**config.mk**
```make
export PLATFORM = sky130hd
export DESIGN_NAME = fpu_norm_pipe
export DESIGN_NICKNAME = d
export VERILOG_FILES = /design/src/rtl/fpu_norm_pipe.sv
export SDC_FILE = /design/constraint.sdc
export NUM_CORES = 1
export LEC_CHECK = 0
export CAP_MARGIN = 40
export CORE_ASPECT_RATIO = 1.25
export CORE_MARGIN = 2
export CORE_UTILIZATION = 39
export CTS_BUF_LIST = sky130_fd_sc_hd__clkbuf_4 sky130_fd_sc_hd__clkbuf_8
export DETAILED_ROUTE_END_ITERATION = 8
export PLACE_DENSITY = 0.6
export SLEW_MARGIN = 20
export SYNTH_ARGS = -nofsm -noshare
export SYNTH_HDL_FRONTEND = slang
export SYNTH_SLANG_ARGS = --single-unit
```
**constraint.sdc**
```tcl
create_clock -name Clk_CI -period 9.3 [get_ports Clk_CI]
set_clock_uncertainty 0.1 [all_clocks]
set_input_delay 1.86 -clock Clk_CI [delete_from_list [all_inputs] [get_ports Clk_CI]]
set_output_delay 1.86 -clock Clk_CI [all_outputs]
set_load 0.01 [all_outputs]
```
**src/rtl/fpu_norm_pipe.sv**
```systemverilog
// Two-stage normalise/round/pack pipeline producing IEEE-754 single-precision results.
// Stage 1 aligns the leading one to the hidden-bit position; stage 2 rounds, range-checks and packs.
module fpu_norm_pipe #(
  parameter int C_OP             = 32,
  parameter int C_EXP_PRENORM    = 10,
  parameter int C_MANT_PRENORM_W = 48,
  parameter int C_BIAS           = 127
) (
  input  logic                            Clk_CI,
  input  logic                            Rst_RBI,
  input  logic                            Valid_SI,
  output logic                            Ready_SO,
  input  logic                            Sign_prenorm_DI,
  input  logic signed [C_EXP_PRENORM-1:0] Exp_prenorm_DI,
  input  logic [C_MANT_PRENORM_W-1:0]     Mant_prenorm_DI,
  input  logic [1:0]                      Rm_SI,
  output logic                            Valid_SO,
  input  logic                            Ready_SI,
  output logic [C_OP-1:0]                 Result_DO,
  output logic                            OF_SO,
  output logic                            UF_SO,
  output logic                            NX_SO
);
  localparam int MW = C_MANT_PRENORM_W;
  localparam int PW = $clog2(MW);
  localparam int EW = C_EXP_PRENORM + 1;
  localparam int FW = 23;
  localparam int XW = C_OP - 1 - FW;
  localparam int GB = MW - 3 - FW;
  localparam logic signed [EW-1:0] NORM_POS = EW'(MW - 2);
  localparam logic signed [EW-1:0] EXP_MAX  = EW'(2 * C_BIAS + 1);
  localparam logic signed [EW-1:0] EXP_ZERO = '0;
  localparam logic [1:0] RM_RNE = 2'd0;
  localparam logic [1:0] RM_RTZ = 2'd1;
  localparam logic [1:0] RM_RUP = 2'd2;

  logic                 s1_en, s2_en;
  logic [PW-1:0]        lead;
  logic [PW-1:0]        shamt;
  logic [MW-2:0]        norm;
  logic                 shifted_out;
  logic signed [EW-1:0] exp_norm;

  logic                 s1_valid, s1_sign, s1_zero, s1_guard, s1_sticky;
  logic [1:0]           s1_rm;
  logic signed [EW-1:0] s1_exp;
  logic [FW-1:0]        s1_frac;

  logic                 inexact, round_up, carry, to_inf;
  logic [FW-1:0]        frac_rnd;
  logic signed [EW-1:0] exp_post;
  logic [C_OP-1:0]      res;
  logic                 of, uf, nx;

  assign s2_en    = ~Valid_SO | Ready_SI;
  assign s1_en    = ~s1_valid | s2_en;
  assign Ready_SO = s1_en;

  always_comb begin
    lead = '0;
    for (int i = 0; i < MW; i++) begin
      if (Mant_prenorm_DI[i]) lead = PW'(i);
    end
  end

  // A one in the overflow position needs a right shift; its dropped LSB joins the sticky bit.
  always_comb begin
    shamt       = PW'(MW - 2) - lead;
    norm        = Mant_prenorm_DI[MW-2:0] << shamt;
    shifted_out = 1'b0;
    if (Mant_prenorm_DI[MW-1]) begin
      norm        = Mant_prenorm_DI[MW-1:1];
      shifted_out = Mant_prenorm_DI[0];
    end
    exp_norm = $signed({Exp_prenorm_DI[C_EXP_PRENORM-1], Exp_prenorm_DI})
             + $signed({{(EW-PW){1'b0}}, lead}) - NORM_POS;
  end

  always_ff @(posedge Clk_CI or negedge Rst_RBI) begin
    if (!Rst_RBI) begin
      s1_valid  <= 1'b0;
      s1_sign   <= 1'b0;
      s1_zero   <= 1'b0;
      s1_guard  <= 1'b0;
      s1_sticky <= 1'b0;
      s1_rm     <= '0;
      s1_exp    <= '0;
      s1_frac   <= '0;
    end else if (s1_en) begin
      s1_valid <= Valid_SI;
      if (Valid_SI) begin
        s1_sign   <= Sign_prenorm_DI;
        s1_zero   <= ~norm[MW-2];
        s1_guard  <= norm[GB];
        s1_sticky <= (|norm[GB-1:0]) | shifted_out;
        s1_rm     <= Rm_SI;
        s1_exp    <= exp_norm;
        s1_frac   <= norm[MW-3 -: FW];
      end
    end
  end

  always_comb begin
    inexact = s1_guard | s1_sticky;
    case (s1_rm)
      RM_RNE:  round_up = s1_guard & (s1_sticky | s1_frac[0]);
      RM_RTZ:  round_up = 1'b0;
      RM_RUP:  round_up = inexact & ~s1_sign;
      default: round_up = inexact & s1_sign;
    endcase
    {carry, frac_rnd} = {1'b0, s1_frac} + {{FW{1'b0}}, round_up};
    exp_post = s1_exp + $signed({{(EW-1){1'b0}}, carry});
    to_inf   = (s1_rm == RM_RNE) | ((s1_rm == RM_RUP) & ~s1_sign) |
               ((s1_rm == 2'd3) & s1_sign);
    res = {s1_sign, {(C_OP-1){1'b0}}};
    of  = 1'b0;
    uf  = 1'b0;
    nx  = 1'b0;
    if (!s1_zero) begin
      if (s1_exp <= EXP_ZERO) begin
        uf = 1'b1;
        nx = 1'b1;
      end else if (exp_post >= EXP_MAX) begin
        of  = 1'b1;
        nx  = 1'b1;
        res = to_inf ? {s1_sign, {XW{1'b1}}, {FW{1'b0}}}
                     : {s1_sign, {(XW-1){1'b1}}, 1'b0, {FW{1'b1}}};
      end else begin
        res = {s1_sign, exp_post[XW-1:0], frac_rnd};
        nx  = inexact;
      end
    end
  end

  always_ff @(posedge Clk_CI or negedge Rst_RBI) begin
    if (!Rst_RBI) begin
      Valid_SO  <= 1'b0;
      Result_DO <= '0;
      OF_SO     <= 1'b0;
      UF_SO     <= 1'b0;
      NX_SO     <= 1'b0;
    end else if (s2_en) begin
      Valid_SO <= s1_valid;
      if (s1_valid) begin
        Result_DO <= res;
        OF_SO     <= of;
        UF_SO     <= uf;
        NX_SO     <= nx;
      end
    end
  end
endmodule

```
* Yosys cells after proc, flatten, opt, wreduce, memory -nomap -nowiden *
Cells that the tools add are included.

word-level totals
  logic and storage cells = 106
  input port bits = 65
  bits in registers = 77
  output and inout port bits = 37

operators by class
  magnitude comparators = 2
  mux-type cells = 62
  shifts and indexed selects = 1
  equal/unequal tests = 3
  bitwise gates (word level) = 16
  reductions and logical operators = 4
  add/sub/neg operators = 5

operator list
  kind                                                   number
  two-way mux 6 bit                                      44
  two-way mux 31 bit                                     3
  two-way mux 47 bit                                     1
  left shift 47 x 6 -> 47 bit                            1
  adder 23 x 1 -> 24 bit                                 1
  two-way mux 24 bit                                     1
  OR reduction 22 bit                                    1
  adder 10 x 7 -> 11 bit                                 1
  adder 11 x 2 -> 11 bit                                 1
  >= comparator 11 x 9 -> 1 bit (second input constant)  1
  <= comparator 11 x 1 -> 1 bit (second input constant)  1
  subtractor 11 x 7 -> 11 bit (second input constant)    1
  two-way mux 1 bit                                      10
  OR 1 bit                                               7
  subtractor 6 bit (first input constant)                1
  AND 1 bit                                              5
  == test 2 bit (second input constant)                  2
  two-way mux 2 bit                                      2
  inverter 1 bit                                         4
  AND reduction 2 bit                                    2
  case mux 1 bit (3 select lines)                        1
  == test 2 x 1 -> 1 bit (second input constant)         1
  logical NOT 2 bit                                      1

* Depth between registers and ports, before layout *
Gate-level depths: netlist of the first run.

  depth in word-level cells = 52
  mapped depth = 25
  mapped depth without buffers = 24

* Least setup slack after synthesis of the first run *
OpenSTA, ideal clock, no wires.

  kind = input -> register
  from = in Mant_prenorm_DI[11]
  to = reg s1_sticky
  stages = 20
  data required time = 9,072 ps
  setup slack = 3,058 ps
  library setup time = 128 ps
  arrival time = 6,014 ps
  path buffers = 5
  path through = clkbuf_1 > inv_1 > a221o_1 > a31oi_2 > o221a_1 > buf_4 > o21ai_4 > inv_2 > buf_4 > buf_4 > ha_1 > a21o_1 > and2_1 > buf_2 > mux4_2 > mux2_2 > mux2_2 > or4_1 > nor4_1 > o21ai_1

between the ends
  word-level cells in the longest chain between the ends = 42

ends and longest elaborated chain
  item                              RTL line  RTL
  start, declared                   15        input logic [C_MANT_PRENORM_W-1:0] Mant_prenorm_DI,
  two-way mux 6 bit (37 in series)  62        if (Mant_prenorm_DI[i]) lead = PW'(i);
  subtractor 6 bit                  68        shamt = PW'(MW - 2) - lead;
  left shift 47 x 6 -> 47 bit       69        norm = Mant_prenorm_DI[MW-2:0] << shamt;
  two-way mux 47 bit (*)            71        if (Mant_prenorm_DI[MW-1]) begin
  OR reduction 22 bit (*)           95        s1_sticky <= (|norm[GB-1:0]) | shifted_out;
  OR 1 bit (*)                      95
  end signal, assigned              95
  end, declared                     44        logic s1_valid, s1_sign, s1_zero, s1_guard, s1_sticky;

Mark *: on every way between the ends. The rest lies on a longest branch, timed or not.
A chain may end at the register's enable or synchronous reset.

* Worst setup path in the final report of the first run *
  from = in Mant_prenorm_DI[39]
  to = reg s1_sticky

between the ends
  word-level cells in the longest chain between the ends = 14

ends and longest elaborated chain
  item                             RTL line
  two-way mux 6 bit (9 in series)  62
  subtractor 6 bit                 68
  left shift 47 x 6 -> 47 bit (*)  69
  two-way mux 47 bit (*)           71
  OR reduction 22 bit (*)          95
  OR 1 bit (*)                     95

Marked as above.

==> results by group, run 1 <==
Power and ir drop
  • Maximum VDD drop: 79.22 µV
  • Power per Cell Area: around 160 nW/µm²
  • Pleak: 3.917 nW
  • Total power draw: approximately 1.5 mW

Drt
  • ANT nets after route: 0
  • Mean routed wirelength per cell: between 20 and 25 µm
  • First DRT Iteration DRCs: 697
  • Vias/cell: 6.286
  • Number of remaining DRC errors: 0
  • Vias: around 8200
  • Router iterations before antenna repair: 7
  • Drt total wl: 28.78 mm

Timing
  • Finish-stage setup viols: 0
  • Fin crit share: 76.12%
  • Fin crit period: 7079 ps
  • Slew @ Worst Pin: 852.9 ps
  • Hold Vio Cnt, Final: 0
  • Worst setup margin: 2221 ps
  • Max transition margin: 43.08%
  • Final TNS setup: 0 ps
  • Slew Viols, Final: 0
  • RSZ-0062 raised after global routing: no
  • Top achievable clock speed: 141.3 MHz

Place
  • Placed instance count: between 1000 and 1500
  • Dpl hpwl: 21.91 mm
  • Pre-CTS setup slack: 1931 ps
  • Global placer's final weighted congestion: 0.9996
  • Number of port buffers: between 100 and 150

Clocking
  • Post-CTS setup buffer count: 0
  • H-tree levels: 3
  • CTS tree: built
  • Root buffer cell: clkbuf_8
  • Post-CTS sizing: 0
  • Clock slew at reported path FFs: ~80 ps
  • Clock Latency Late Sink: 350 ps
  • CTS Buf Count: 9
  • # clock sinks: 77
  • Hold-fix buffers, CTS: 0
  • CTS max path bufs: 2

Synthesis
  • Synth Flop Type: dfrtp_1
  • Largest family of logic cells by synthesized area: compound AO/OA/AOI/OAI gates
  • Distinct cells, synth: 72
  • Synth Area in XOR/XNOR: about 3.7%
  • Warnings, synthesis: 0
  • Total nets after synthesis: 1066
  • Compound-Gate Fraction of Synth Area: 24.97%
  • Seq/Total Area, Yosys: about a quarter
  • Mean area per synthesized cell: 8.355 µm²
  • Synth Area in Adders: 3.457%
  • Post-Synth Simple-Gate Area: around a fifth
  • Async S/R FF share, synth: 100.0%
  • Post-synth EDFFs: 0
  • Synth Register Bits: 77
  • Synthesized instance count: a little under 1000
  • Post-synthesis mux area share: roughly a fifth
  • Mapped cell area: 8179 µm²

Finish
  • Layout cells sized above 1: 9.884%
  • Nets: 1115
  • Antenna diodes: 0
  • Fin util: approximately 46%
  • Fin cells: roughly 1300
  • Layout area overhead: 17.01%

GRT
  • First-pass GRT wire length: approximately 46 mm
  • Overflow after GRT: 0
  • Number of global-route vias before repair: 7804
  • Initial antenna violation count: 1
  • Largest net degree at the start of global routing: 62
  • GR Util All Layers: 26.00%

Setup path
  • CP Launch Type: input pin
  • Worst-case reg-to-reg path depth: 26
  • Crit path kind: in -> reg
  • R2r setup slk: 3840 ps
  • Max FO, Critical Path: 26
  • Critical path arrival: approximately 7200 ps
  • Crit path capture: s1_sticky
  • CP Capture Type: flop
  • Slowest stage cell, crit path: clkdlybuf4s50_1
  • Crit. Startpoint: Mant_prenorm_DI[39]
  • Critical path required time: 9430 ps
  • Crit-path cells: clkdlybuf4s50_1, nand2b_1, a21oi_1, o31a_1, nor2_1, o21ai_4, inv_2, ha_1, nand3_2, nand2_1, mux4_2, mux2_2, mux2_2, or4_1, nor4_1, o21ai_1
  • Worst R2R Start: s1_rm[1]
  • FF-to-FF End: Result_DO[10]
  • CP max stage delay: 730 ps
  • CP dominant cell by count: mux2_2

Worst hold path
  • Hold Path Class: reg -> reg
  • Hold depth: 1

Floorplanning
  • Number of core rows: 59
  • Core Area: 20670 µm²
  • Initial Util: 39.57%
  • # IOs: ~100
  • Die width: 133.5 µm
  • DIE AREA: 22150 µm²
  • Die height: 165.9 µm

Flow run
  • Max cap viols: 0

Run status
  • Status: finished, final reports clean
## cell families after synthesis
kind of cell    after synthesis
simple gates                339
xor+xnor                     35
fa+ha+maj                    22
mux                         100
compound gates              289
flops                        77
buf+inv                     117
## cell type report
cell class / count / area [µm²]
repair buffers: 121 / 1199
multi-input cells: 785 / 5791
fillers: 2088 / 11100
inverters: 34 / 127.6
clock inverters: 5 / 52.55
clock buffers: 10 / 131.4
well taps: 274 / 342.8
flip-flops and latches: 77 / 1927
## sequential cells by signal (all words and copies together), names as in the netlist, 2 cells and up
| signal | flops |
|---|---|
| Result_DO | 32 |
| s1_frac | 23 |
| s1_exp | 11 |
| s1_rm | 2 |
## how the worst min path moves through the flow
| stage | end | slack, ps | from |
|---|---|---|---|
| global route | Result_DO[29] | 410 | Result_DO[29] |
| CTS | NX_SO | 390 | NX_SO |
| detailed placement | Result_DO[29] | 370 | Result_DO[29] |
| floorplan | Valid_SO | 360 | s1_valid |
| finish | Result_DO[29] | 380 | Result_DO[29] |
| global placement | Result_DO[28] | 360 | Result_DO[28] |
## per-stage QoR
step / instance area (µm²) / hold slack (ps)
after floorplan: 8179 / 357.2
after global placement: 9324 / 359.1
after detailed placement: 9359 / 368.6
after CTS: 9543 / 386.9
after global routing: 9570 / 406.2
final: 9570 / 379.8
## synth_stat cells, types with 25 or more instances
master,n,area share (%)
a22o_1,28,3.0
o21ai_0,42,2.6
clkbuf_1,56,2.6
inv_1,33,1.5
nand3_1,35,2.1
dfrtp_1,77,24
a21oi_1,62,3.8
mux4_2,43,12
a211oi_1,25,2.3
nand2_1,127,5.8
nor2_1,69,3.2
mux2i_1,46,5.6
## metal layers
layer	up-vias	routed length, µm	GRT usage, %
li1	3816	-	-
met5	-	12	0
met1	3870	12020	34.90
met4	2	1406	11.84
met3	92	1878	3.083
met2	430	13460	41.98
## cell usage in the layout, fill, tap and decap left out, drive strengths merged, types with 6 or more instances in the layout
cell type and count:
ha 21, inv 34, a22o 28, o31ai 8
mux2 11, a221oi 7, a211o 6, clkdlybuf4s50 100
nand2b 8, dfrtp 77, a31oi 10, o211ai 11
nor3 18, nor2 69, o211a 6, buf 21
nand3 36, clkbuf 10, xnor2 13, o22ai 6
a21o 15, nor2b 7, o21ai 45, a21oi 62
and2 10, xor2 22, and3 20, nand2 127
mux4 43, a211oi 25, mux2i 46, nor4 24
## power breakdown
group / internal [mW] / switching, mW
Combinational: 0.359 / 0.417
Clock: 0.124 / 0.118
Sequential: 0.415 / 0.0702
## worst max-delay path, delay by kind of cell
family / cells / cell delay, ps
adders and majority gates: 1 / 290
muxes: 3 / 970
AOI/OAI and AO/OA: 4 / 680
and+or+nand+nor: 6 / 2210
buffers and inverters: 2 / 1190
No activity file was read; power rests on OpenSTA's default activity.
==> inputs of run 2 (changes only) <==
--- a/config.mk
+++ b/config.mk
@@ -11,7 +11,7 @@
 export CORE_UTILIZATION = 39
 export CTS_BUF_LIST = sky130_fd_sc_hd__clkbuf_4 sky130_fd_sc_hd__clkbuf_8
 export DETAILED_ROUTE_END_ITERATION = 8
-export PLACE_DENSITY = 0.6
+export PLACE_DENSITY = 0.63
 export SLEW_MARGIN = 20
 export SYNTH_ARGS = -nofsm -noshare
 export SYNTH_HDL_FRONTEND = slang
==> constraint.sdc (replaced) <==
create_clock -name Clk_CI -period 6.4 [get_ports Clk_CI]
set_clock_uncertainty 0.1 [all_clocks]
set_input_delay 1.28 -clock Clk_CI [delete_from_list [all_inputs] [get_ports Clk_CI]]
set_output_delay 1.28 -clock Clk_CI [all_outputs]
set_load 0.01 [all_outputs]
==> run 2 against run 1 <==
Net effect: total power grew 52%; sequential power increased by 45%; global-route usage is 0.99 points higher; worst hold slack is essentially flat; setup slack got worse by 1500 ps; critical path type unchanged; critical endpoint is now s1_frac[6]; largest cell class unchanged; highest routed layer is now met4.
==> results by group, run 2 (synthesized netlist as in run 1, its figures left out) <==
Run status
  • Status: finished, final reports clean

Drt
  • Router iterations before antenna repair: 5 (-2)
  • Number of remaining DRC errors: 0 (unchanged)
  • Drt total wl: 29.96 mm (+4.1%)
  • Vias/cell: 6.297 (+0.16%)
  • Mean routed wirelength per cell: 22.32 µm (+1.3%)
  • Vias: 8450 (+2.9%)
  • ANT nets after route: 0 (unchanged)
  • First DRT Iteration DRCs: 766 (+9.9%)

Setup path
  • Max FO, Critical Path: 41 (+58%)
  • CP dominant cell by count: mux2i_1
  • Crit path kind: in -> reg
  • Top delay family on crit path: multiplexers
  • Buf+Inv Stages, Crit Path: 3 (+1)
  • CP Launch Type: input pin
  • CP Capture Type: flop
  • Crit-path cells: clkdlybuf4s50_1, nor2b_1, o21bai_1, nand4_1, o221a_1, o21ai_4, inv_2, ha_1, buf_4, mux4_2, mux2i_1, mux2i_1, mux2_2, a221oi_1, nor2_1
  • Critical path arrival: 5780 ps (-1430 ps)
  • Slowest stage cell, crit path: clkdlybuf4s50_1
  • Critical path required time: 6520 ps (-2910 ps)
  • CP max stage delay: 720 ps (about the same)

Clocking
  • Hold-fix buffers, CTS: 0 (unchanged)
  • H-tree levels: 3 (unchanged)
  • CTS tree: built
  • CTS Buf Count: 9 (unchanged)
  • Root buffer cell: clkbuf_8
  • Clock Latency Late Sink: 350 ps (about the same)
  • Clock slew at reported path FFs: 70 ps (about the same)
  • Post-CTS setup buffer count: 0 (unchanged)
  • Post-CTS sizing: 0 (unchanged)
  • # clock sinks: 77 (unchanged)
  • CTS max path bufs: 2 (unchanged)

Timing
  • Fin crit period: 5655 ps
  • Top achievable clock speed: 176.8 MHz
  • Fin crit share: roughly nine tenths
  • Hold Vio Cnt, Final: 0 (unchanged)
  • Finish-stage setup viols: 0 (unchanged)
  • Final TNS setup: 0 ps (unchanged)
  • Max transition margin: 47.76% (+4.7 points)
  • Slew @ Worst Pin: 779.9 ps (-72.94 ps)
  • RSZ-0062 raised after global routing: no
  • Hold slack: 379.9 ps (+0.08300 ps)
  • Slew Viols, Final: 0 (unchanged)

GRT
  • Number of global-route vias before repair: 8117 (+4.0%)
  • GR Util All Layers: 26.99% (+0.99 points)
  • Overflow after GRT: 0 (unchanged)
  • First-pass GRT wire length: 47.11 mm (+3.4%)
  • Largest net degree at the start of global routing: 62 (unchanged)
  • Initial antenna violation count: 0 (-1)

Power and ir drop
  • Maximum VDD drop: 111.0 µV (+40%)
  • Power per Cell Area: 230.7 nW/µm² (+47%)
  • Clk pwr share: 18.3% (+2.2 points)
  • Sw Share: 39.00% (-1.3 points)
  • Logic pwr share: 50.7% (-0.9 points)
  • Internal Power: 1.390 mW (+55%)
  • Net switching power: 888.5 µW (+47%)
  • Pleak: 4.107 nW (+4.9%)
  • Flop pwr share: 30.9% (-1.4 points)

Finish
  • Largest reg by FF count: Result_DO
  • Layout cells sized above 1: 12.92% (+3.0 points)
  • Most common cell after layout, fill and taps aside: nand2_1
  • Most frequent cells in the layout: 127 x nand2_1, 100 x clkdlybuf4s50_1, 77 x dfrtp_1, 68 x nor2_1, 62 x a21oi_1
  • Largest register FFs: 32 (unchanged)
  • Antenna diodes: 0 (unchanged)
  • Biggest regs: Result_DO: 32 flops, s1_frac: 23 flops, s1_exp: 11 flops
  • Layout area overhead: 20.74%
  • Nets: 1150 (+3.1%)

Floorplanning
  • DIE AREA: 22150 µm² (unchanged)
  • Initial Util: 39.57% (unchanged)
  • Die width: 133.5 µm (unchanged)
  • Die height: 165.9 µm (unchanged)
  • # IOs: 102 (unchanged)
  • Core Area: 20670 µm² (unchanged)
  • Number of core rows: 59 (unchanged)

Place
  • Global placer's final weighted congestion: 0.9813 (-1.8%)
  • Number of port buffers: 101 (unchanged)
  • Dpl hpwl: 23.51 mm (+7.3%)

Flow run
  • Max cap viols: 0 (unchanged)

Worst hold path
  • Hold Path Class: reg -> reg
-- run 2: worst paths after layout --
| check | cells past startpoint | endpoint | slack, ps | start |
|---|---|---|---|---|
| max reg2reg | 25 | Result_DO[15] | 1150 | s1_rm[1] |
| max | 15 | s1_frac[6] | 740 | Mant_prenorm_DI[23] |
| min reg2reg | 1 | NX_SO | 380 | NX_SO |
| max in group asynchronous | 2 | s1_frac[12] | 4850 | Rst_RBI |
| min in group asynchronous | 1 | s1_exp[7] | 770 | Rst_RBI |
| min | 1 | NX_SO | 380 | NX_SO |
-- run 2: layout make-up --
type / count / area [µm²]
inverter: 34 / 127.6
clock buffer: 12 / 158.9
fill: 2033 / 10790
clock inverter: 4 / 70.07
multi-input combinational: 785 / 5791
tap: 274 / 342.8
sequential: 77 / 1927
timing repair buffer: 156 / 1459
-- run 2: routing by layer --
layer,GRT usage [%],vias to the layer above,wire [µm]
li1,-,3879,-
met5,0,-,0
met2,42.99,450,13770
met4,15.31,0,1834
met3,3.114,99,2073
met1,35.53,4022,12280
-- run 2: per-stage QoR --
stage               util (%)  setup slack, ps  cell area, µm²  std cells  power (mW)
global placement       46.44            450.4            9599       1323       1.845
CTS                    47.78            839.9            9876       1342       2.278
floorplan                  -            738.4            8179        979       1.402
global route           47.78            552.4            9876       1342       2.422
detailed placement     46.67            465.6            9647       1326       1.858
finish                 47.78            744.5            9876       1342       2.278
-- run 2: power groups by stage --
| stage | registers, mW | clock network, mW | logic, mW |
|---|---|---|---|
| finish | 0.704 | 0.418 | 1.16 |
| global route | 0.723 | 0.452 | 1.25 |
| CTS | 0.705 | 0.426 | 1.15 |
| detailed placement | 0.715 | 0 | 1.14 |
| global placement | 0.709 | 0 | 1.14 |
| floorplan | 0.721 | 0 | 0.682 |
